[src/rtl/stim_sweep_gen_pkg.sv]
// stim_sweep_gen shared package.
// Holds the mode codes, FSM states, MISR constants and the width helper.
package stim_sweep_pkg;

    localparam logic [1:0] MODE_BIN  = 2'd0;
    localparam logic [1:0] MODE_GRAY = 2'd1;
    localparam logic [1:0] MODE_WALK = 2'd2;

    typedef enum logic [1:0] {
        IDLE = 2'd0,
        RUN  = 2'd1,
        FIN  = 2'd2
    } state_t;

    // x^16+x^12+x^5+1 : feedback taps sig[15], sig[11], sig[4]
    localparam logic [15:0] MISR_TAPS = 16'h8810;
    localparam logic [15:0] MISR_SEED = 16'hFFFF;

    function automatic int idx_w(input int w);
        int c;
        c = $clog2(w + 1);
        return (c > w) ? c : w;
    endfunction

endpackage

[src/rtl/stim_sweep_gen_if.sv]
// stim_sweep_gen control/stimulus bundle.
// master drives start/abort/mode/dwell; slave (the generator) drives
// stim_out, stim_valid, sample, step_idx, busy, done.
// With SWEEP_SIG_EN: master also drives resp_in, slave drives signature.
interface stim_sweep_gen_if #(
    parameter int WIDTH   = 4,
    parameter int DWELL_W = 8
);
    import stim_sweep_pkg::*;

    localparam int IDX_W = idx_w(WIDTH);

    logic               start;
    logic               abort;
    logic [1:0]         mode;
    logic [DWELL_W-1:0] dwell;
    logic [WIDTH-1:0]   stim_out;
    logic               stim_valid;
    logic               sample;
    logic [IDX_W-1:0]   step_idx;
    logic               busy;
    logic               done;
`ifdef SWEEP_SIG_EN
    logic [7:0]         resp_in;
    logic [15:0]        signature;

    modport master (
        output start, abort, mode, dwell, resp_in,
        input  stim_out, stim_valid, sample,
        input  step_idx, busy, done, signature
    );
    modport slave (
        input  start, abort, mode, dwell, resp_in,
        output stim_out, stim_valid, sample,
        output step_idx, busy, done, signature
    );
`else
    modport master (
        output start, abort, mode, dwell,
        input  stim_out, stim_valid, sample,
        input  step_idx, busy, done
    );
    modport slave (
        input  start, abort, mode, dwell,
        output stim_out, stim_valid, sample,
        output step_idx, busy, done
    );
`endif

endinterface

[src/rtl/stim_sweep_gen_misr.sv]
// sweep_misr: 16-bit response signature register.
// Ports: clk, rst (sync, high), seed (reload), en (shift), resp_in, sig.
module sweep_misr
    import stim_sweep_pkg::*;
(
    input  logic        clk,
    input  logic        rst,
    input  logic        seed,
    input  logic        en,
    input  logic [7:0]  resp_in,
    output logic [15:0] sig
);

    logic fb;

    assign fb = ^(sig & MISR_TAPS);

    always_ff @(posedge clk) begin
        if (rst) begin
            sig <= MISR_SEED;
        end else if (seed) begin
            sig <= MISR_SEED;
        end else if (en) begin
            sig <= {sig[14:0], fb} ^ {8'h00, resp_in};
        end
    end

endmodule

[src/rtl/stim_sweep_gen.sv]
// stim_sweep_gen: binary / Gray / walking-one stimulus sequencer.
// Ports: clk, rst (sync, high), s (stim_sweep_gen_if.slave).
// Optional SWEEP_SIG_EN adds a response MISR (resp_in -> signature).
module stim_sweep_gen
    import stim_sweep_pkg::*;
#(
    parameter int WIDTH   = 4,
    parameter int DWELL_W = 8
) (
    input logic            clk,
    input logic            rst,
    stim_sweep_gen_if.slave s
);

    localparam int IDX_W = idx_w(WIDTH);
    // one extra bit so 2^WIDTH steps is representable
    localparam int SW    = WIDTH + 1;

    state_t             state_q, state_d;
    logic [DWELL_W-1:0] cnt_q, cnt_d;
    logic [DWELL_W-1:0] dwell_q, dwell_d;
    logic [1:0]         mode_q, mode_d;
    logic [SW-1:0]      step_q, step_d;
    logic [WIDTH-1:0]   stim_q, stim_d;
    logic               sample;
    logic               last;

    function automatic logic [WIDTH-1:0] vec(
        input logic [1:0]    m,
        input logic [SW-1:0] i
    );
        logic [SW-1:0] g;
        g = i ^ (i >> 1);
        unique case (1'b1)
            (m == MODE_GRAY): return g[WIDTH-1:0];
            (m == MODE_WALK): return WIDTH'(1) << i;
            (m == MODE_BIN):  return i[WIDTH-1:0];
            default:          return i[WIDTH-1:0];
        endcase
    endfunction

    function automatic logic [SW-1:0] n_steps(input logic [1:0] m);
        return (m == MODE_WALK) ? SW'(WIDTH) : (SW'(1) << WIDTH);
    endfunction

    assign last = (step_q == n_steps(mode_q) - SW'(1));

    always_comb begin
        state_d = state_q;
        cnt_d   = cnt_q;
        dwell_d = dwell_q;
        mode_d  = mode_q;
        step_d  = step_q;
        stim_d  = stim_q;
        sample  = 1'b0;
        unique case (state_q)
            IDLE: begin
                if (s.start && !s.abort) begin
                    state_d = RUN;
                    mode_d  = s.mode;
                    dwell_d = s.dwell;
                    cnt_d   = '0;
                    step_d  = '0;
                    stim_d  = vec(s.mode, '0);
                end
            end
            RUN: begin
                if (s.abort) begin
                    state_d = IDLE;
                end else if (cnt_q == dwell_q) begin
                    sample = 1'b1;
                    cnt_d  = '0;
                    if (last) begin
                        state_d = FIN;
                    end else begin
                        step_d = step_q + SW'(1);
                        stim_d = vec(mode_q, step_q + SW'(1));
                    end
                end else begin
                    cnt_d = cnt_q + DWELL_W'(1);
                end
            end
            FIN: state_d = IDLE;
            default: state_d = IDLE;
        endcase
    end

    always_ff @(posedge clk) begin
        if (rst) begin
            state_q <= IDLE;
            cnt_q   <= '0;
            dwell_q <= '0;
            mode_q  <= MODE_BIN;
            step_q  <= '0;
            stim_q  <= '0;
        end else begin
            state_q <= state_d;
            cnt_q   <= cnt_d;
            dwell_q <= dwell_d;
            mode_q  <= mode_d;
            step_q  <= step_d;
            stim_q  <= stim_d;
        end
    end

    assign s.stim_out   = stim_q;
    assign s.stim_valid = (state_q == RUN);
    assign s.busy       = (state_q == RUN);
    assign s.done       = (state_q == FIN);
    assign s.sample     = sample;
    assign s.step_idx   = IDX_W'(step_q);

`ifdef SWEEP_SIG_EN
    logic seed;

    assign seed = (state_q == IDLE) && s.start && !s.abort;

    sweep_misr u_misr (
        .clk     (clk),
        .rst     (rst),
        .seed    (seed),
        .en      (sample),
        .resp_in (s.resp_in),
        .sig     (s.signature)
    );
`endif

endmodule
[src/flat_wrapper.sv]
// flat-port wrapper written by rule: the top's interface ports become plain ports
module stim_sweep_gen_flat import stim_sweep_pkg::*;
#(
    parameter int WIDTH   = 4,
    parameter int DWELL_W = 8
)
  (clk, rst, s_start, s_abort, s_mode, s_dwell, s_stim_out, s_stim_valid, s_sample, s_step_idx, s_busy, s_done);
  stim_sweep_gen_if #(.WIDTH(WIDTH), .DWELL_W(DWELL_W)) s_i ();
  input logic clk;
  input logic rst;
  input wire logic [$bits(s_i.start)-1:0] s_start;
  input wire logic [$bits(s_i.abort)-1:0] s_abort;
  input wire logic [$bits(s_i.mode)-1:0] s_mode;
  input wire logic [$bits(s_i.dwell)-1:0] s_dwell;
  output wire logic [$bits(s_i.stim_out)-1:0] s_stim_out;
  output wire logic [$bits(s_i.stim_valid)-1:0] s_stim_valid;
  output wire logic [$bits(s_i.sample)-1:0] s_sample;
  output wire logic [$bits(s_i.step_idx)-1:0] s_step_idx;
  output wire logic [$bits(s_i.busy)-1:0] s_busy;
  output wire logic [$bits(s_i.done)-1:0] s_done;
  assign s_i.start = s_start;
  assign s_i.abort = s_abort;
  assign s_i.mode = s_mode;
  assign s_i.dwell = s_dwell;
  assign s_stim_out = s_i.stim_out;
  assign s_stim_valid = s_i.stim_valid;
  assign s_sample = s_i.sample;
  assign s_step_idx = s_i.step_idx;
  assign s_busy = s_i.busy;
  assign s_done = s_i.done;
  stim_sweep_gen #(.WIDTH(WIDTH), .DWELL_W(DWELL_W)) u_core (.clk(clk), .rst(rst), .s(s_i));
endmodule
[config.mk]
export PLATFORM = sky130hd
export DESIGN_NAME = stim_sweep_gen_flat
export DESIGN_NICKNAME = d
export VERILOG_FILES = /design/src/rtl/stim_sweep_gen_pkg.sv /design/src/rtl/stim_sweep_gen_if.sv /design/src/rtl/stim_sweep_gen_misr.sv /design/src/rtl/stim_sweep_gen.sv /design/src/flat_wrapper.sv
export SDC_FILE = /design/constraint.sdc
export NUM_CORES = 1
export LEC_CHECK = 0
export CORE_UTILIZATION = 44
export DETAILED_ROUTE_END_ITERATION = 16
export PLACE_DENSITY_LB_ADDON = 0.15
export SYNTH_ARGS = -nofsm -noshare
export SYNTH_HDL_FRONTEND = slang
export SYNTH_SLANG_ARGS = --single-unit
[constraint.sdc]
create_clock -name clk -period 2.85 [get_ports clk]
set_input_delay 0.4275 -clock clk [delete_from_list [all_inputs] [get_ports clk]]
set_output_delay 0.4275 -clock clk [all_outputs]
set_load 0.005 [all_outputs]
==> reports/results.ini <==
[status]
status=completed

[cells_and_area]
seqCellArea_um2=581
multiInputGateArea_um2=952
fin_area_um2=2000
drive_gt1_share_pct=8.97
n_fill_cell=337
syn2layout_area_growth_pct=21.7
diodes=0
fin_nets=241

[floorplanning]
die_h_um=63.2
die_x_um=63.2
core_um2=3470
initial_core_util_pct=47.4
pin_count=26
die-area_um2=3990
std_cell_rows=21

[timing]
final.setup.tns_ns=0
finalWorstSetupSlack_ns=0.366
drv_slew=0
slew_headroom_pct=66.8
whs_ns=0.469
report.final.setup_viol=0
period_needed_ns=2.48
rsz0062_at_grt=no
max_freq_mhz=403
worst_pin_slew_ns=0.497
hold_viol=0
clock-skew-final_ns=0.00638
period_share_pct=87.2

[critical_path]
rr_endpoint=u_core.s.stim_out[3]
required_ns=3.07
path_cells=ha_1, nand3_1, xor2_1, ha_1, nand2_1, or2_4, o31a_1, a2111oi_2, a31o_1
r2r_start=u_core.step_q[0]
arrival_ns=2.70
path_class=reg2reg
cp_slowest_cell=dfxtp_1
critPathMaxFanout=10
cp_common_cell=ha_1
rr_worst_depth=9
endpoint_kind=flip-flop
critPathMaxStageDelay_ns=0.51
worstSetupStartpointType=flip-flop
r2r_setup_slack_ns=0.37

[logic_synthesis]
yosysWarningCount=0
yosys.area_share.simple_pct=24.6
syn_inst=201
synth_compound_area_share_pct=22.4
syn_area_per_cell_um2=8.19
synth_xor_area_share_pct=6.31
synth-seq-cells=29
synth_edf_count=0
synthesis.nets=220
synth_flop_cell=dfxtp_1
synth_async_sr_flop_share_pct=0
synth_fa_ha_area_share_pct=3.80
synth_top_family_by_area=simple AND/OR/NAND/NOR gates
yosysUniqueCellTypes=48
synth_area_um2=1650
seq_area_frac_synth_pct=35.3
synth_mux_area_share_pct=0.684

[route]
vias_per_cell=5.74
vias=1545
firstDrtPassIters=4
drc=0
wl_per_cell_um=14.0
postRouteAntennaNets=0
drt-total-wl_um=3760
first_iter_violations=96

[cts]
cts_buffers=5
cts_sinks=29
cts_tree=done
clk_pin_slew_ns=0.07
clock_latency_ns=0.28
h-tree-depth=2
post_cts_buffers=0
cts_buffer_depth=2
root_buffer=clkbuf_8
cts.repair.resized=0
cts-hold-fix-buffers=0

[placed_design]
dp_slack_ns=0.422
numPortBuffers=25
gp_congestion=0.812
post_dp_cell_area_um2=1900
hpwl_um=2700

[hold_path]
hold-path-endpoint=u_core.dwell_q[4]
hold_depth=2
holdCritPathClass=reg2reg
hp-start=u_core.dwell_q[4]

[global_routing]
grt_overflow=0
grt_first_pass_wirelength_um=6860
grt_max_degree=25
grt_usage_pct=21.6
antenna_found_initial=0
grt_pass1_vias=1506

[job]
maxCapViolations=0

[power_and_ir_drop]
sequentialPowerShare_pct=45.7
power_switching_share_pct=25.3
leakagePower_uw=0.000671
p_switching_uw=234
p_int_uw=690
max-vdd-ir-drop_uv=249
comb_power_share_pct=13.5
clock_power_share_pct=40.7
power_density_nw_per_um2=461

## cell usage after synthesis (all sizes together) (2+ instances only)
cell     instances  area [µm²]
clkbuf           7        26.3
o31a             4        35.0
buf              9        62.6
dfxtp           29         581
nor3b            2        15.0
ha               5        62.6
a211oi           2        15.0
a2bb2oi          2        17.5
or4              2        15.0
a311oi           2        17.5
nand4b           2        17.5
nor2b            2        12.5
nor4             2        12.5
a21oi           21         105
inv              5        18.8
nor2             8        30.0
nand4            5        31.3
or3              3        18.8
nand2b           2        12.5
o2bb2ai          5        43.8
a31oi            2        12.5
and4             2        17.5
nor3             5        25.0
nand3            6        30.0
nand2           32         120
xnor2            8        70.1
xor2             3        33.8
o21ai            8        40.0
## worst max-delay path, delay by kind of cell, from the launching register on
kind	cells	cell delay, ns
and+or+nand+nor	3	0.43
adders and majority gates	2	0.51
DFF	1	0.51
AOI/OAI and AO/OA	3	0.75
xor gates and xnor gates	1	0.21
## layout make-up
class                      count  share of cell area, %
sequential                    29                   29.0
clock buffer                   7                   4.81
multi-input combinational    150                   47.5
timing repair buffer          30                   14.4
clock inverter                 1                  0.250
tap                           46                   2.87
inverter                       6                   1.19
## worst max-delay path by stage
| stage | startpoint | to |
|---|---|---|
| final | u_core.step_q[0] | u_core.s.stim_out[3] |
| after global routing | u_core.step_q[0] | u_core.s.stim_out[3] |
| after CTS | u_core.step_q[0] | u_core.s.stim_out[3] |
| after detailed placement | u_core.step_q[0] | u_core.s.stim_out[3] |
| after global placement | u_core.step_q[0] | u_core.s.stim_out[3] |
| after floorplan | u_core.step_q[0] | u_core.s.stim_out[3] |
## layout by cell type (no fill, tap or decap), types with 3 or more instances in the layout
cell type and count:
a21oi_1 21, o2bb2ai_1 5, ha_1 5, nand4_1 5
clkdlybuf4s50_1 25, buf_4 5, nor3_1 5, o31a_1 4
inv_1 5, o21ai_0 8, clkbuf_8 7, dfxtp_1 29
or3_1 3, nor2_1 8, nand3_1 6, nand2_1 32
xnor2_1 8
## registers in the layout (all words and copies together) (netlist names)
register / cells
u_core.dwell_q: 8
u_core.s.stim_out: 4
u_core.mode_q: 2
u_core.step_q: 5
u_core.state_q: 2
u_core.cnt_q: 8
## stage by stage
stage,power (µW),cells,utilization (%)
6_report,924,269,57.8
2_1_floorplan,505,201,-
5_1_grt,966,269,57.8
3_5_place_dp,556,261,54.8
3_3_place_gp,554,261,54.8
4_1_cts,929,269,57.8
## per-layer routing
metal  track usage, %  vias to the layer above  share of wire (%)  routed length, µm
met5                0                        -                  0                  0
met1             29.6                      723                 49               1860
met2             32.5                       49                 44               1650
met4             8.14                        0                1.3                 49
met3             5.25                        7                5.4                201
li1                 -                      766                  -                  -
## power groups by stage
stage / Sequential [µW] / Combinational [µW] / Clock (µW)
floorplan: 429 / 75.9 / 0
global placement: 431 / 123 / 0
detailed placement: 432 / 124 / 0
CTS: 423 / 125 / 382
global route: 424 / 139 / 403
finish: 423 / 125 / 376
## cell families (layout without fill, tap and decap cells)
group                    count (synthesis)  count (layout)
flip-flops                              29              29
AO/OA/AOI/OAI                           55              55
adder cells (fa/ha/maj)                  5               5
multiplexers                             1               1
XOR/XNOR                                11              11
AND/OR/NAND/NOR                         78              78
buffers and inverters                   22              44
Note: power is estimated with default switching activity, not from simulation.
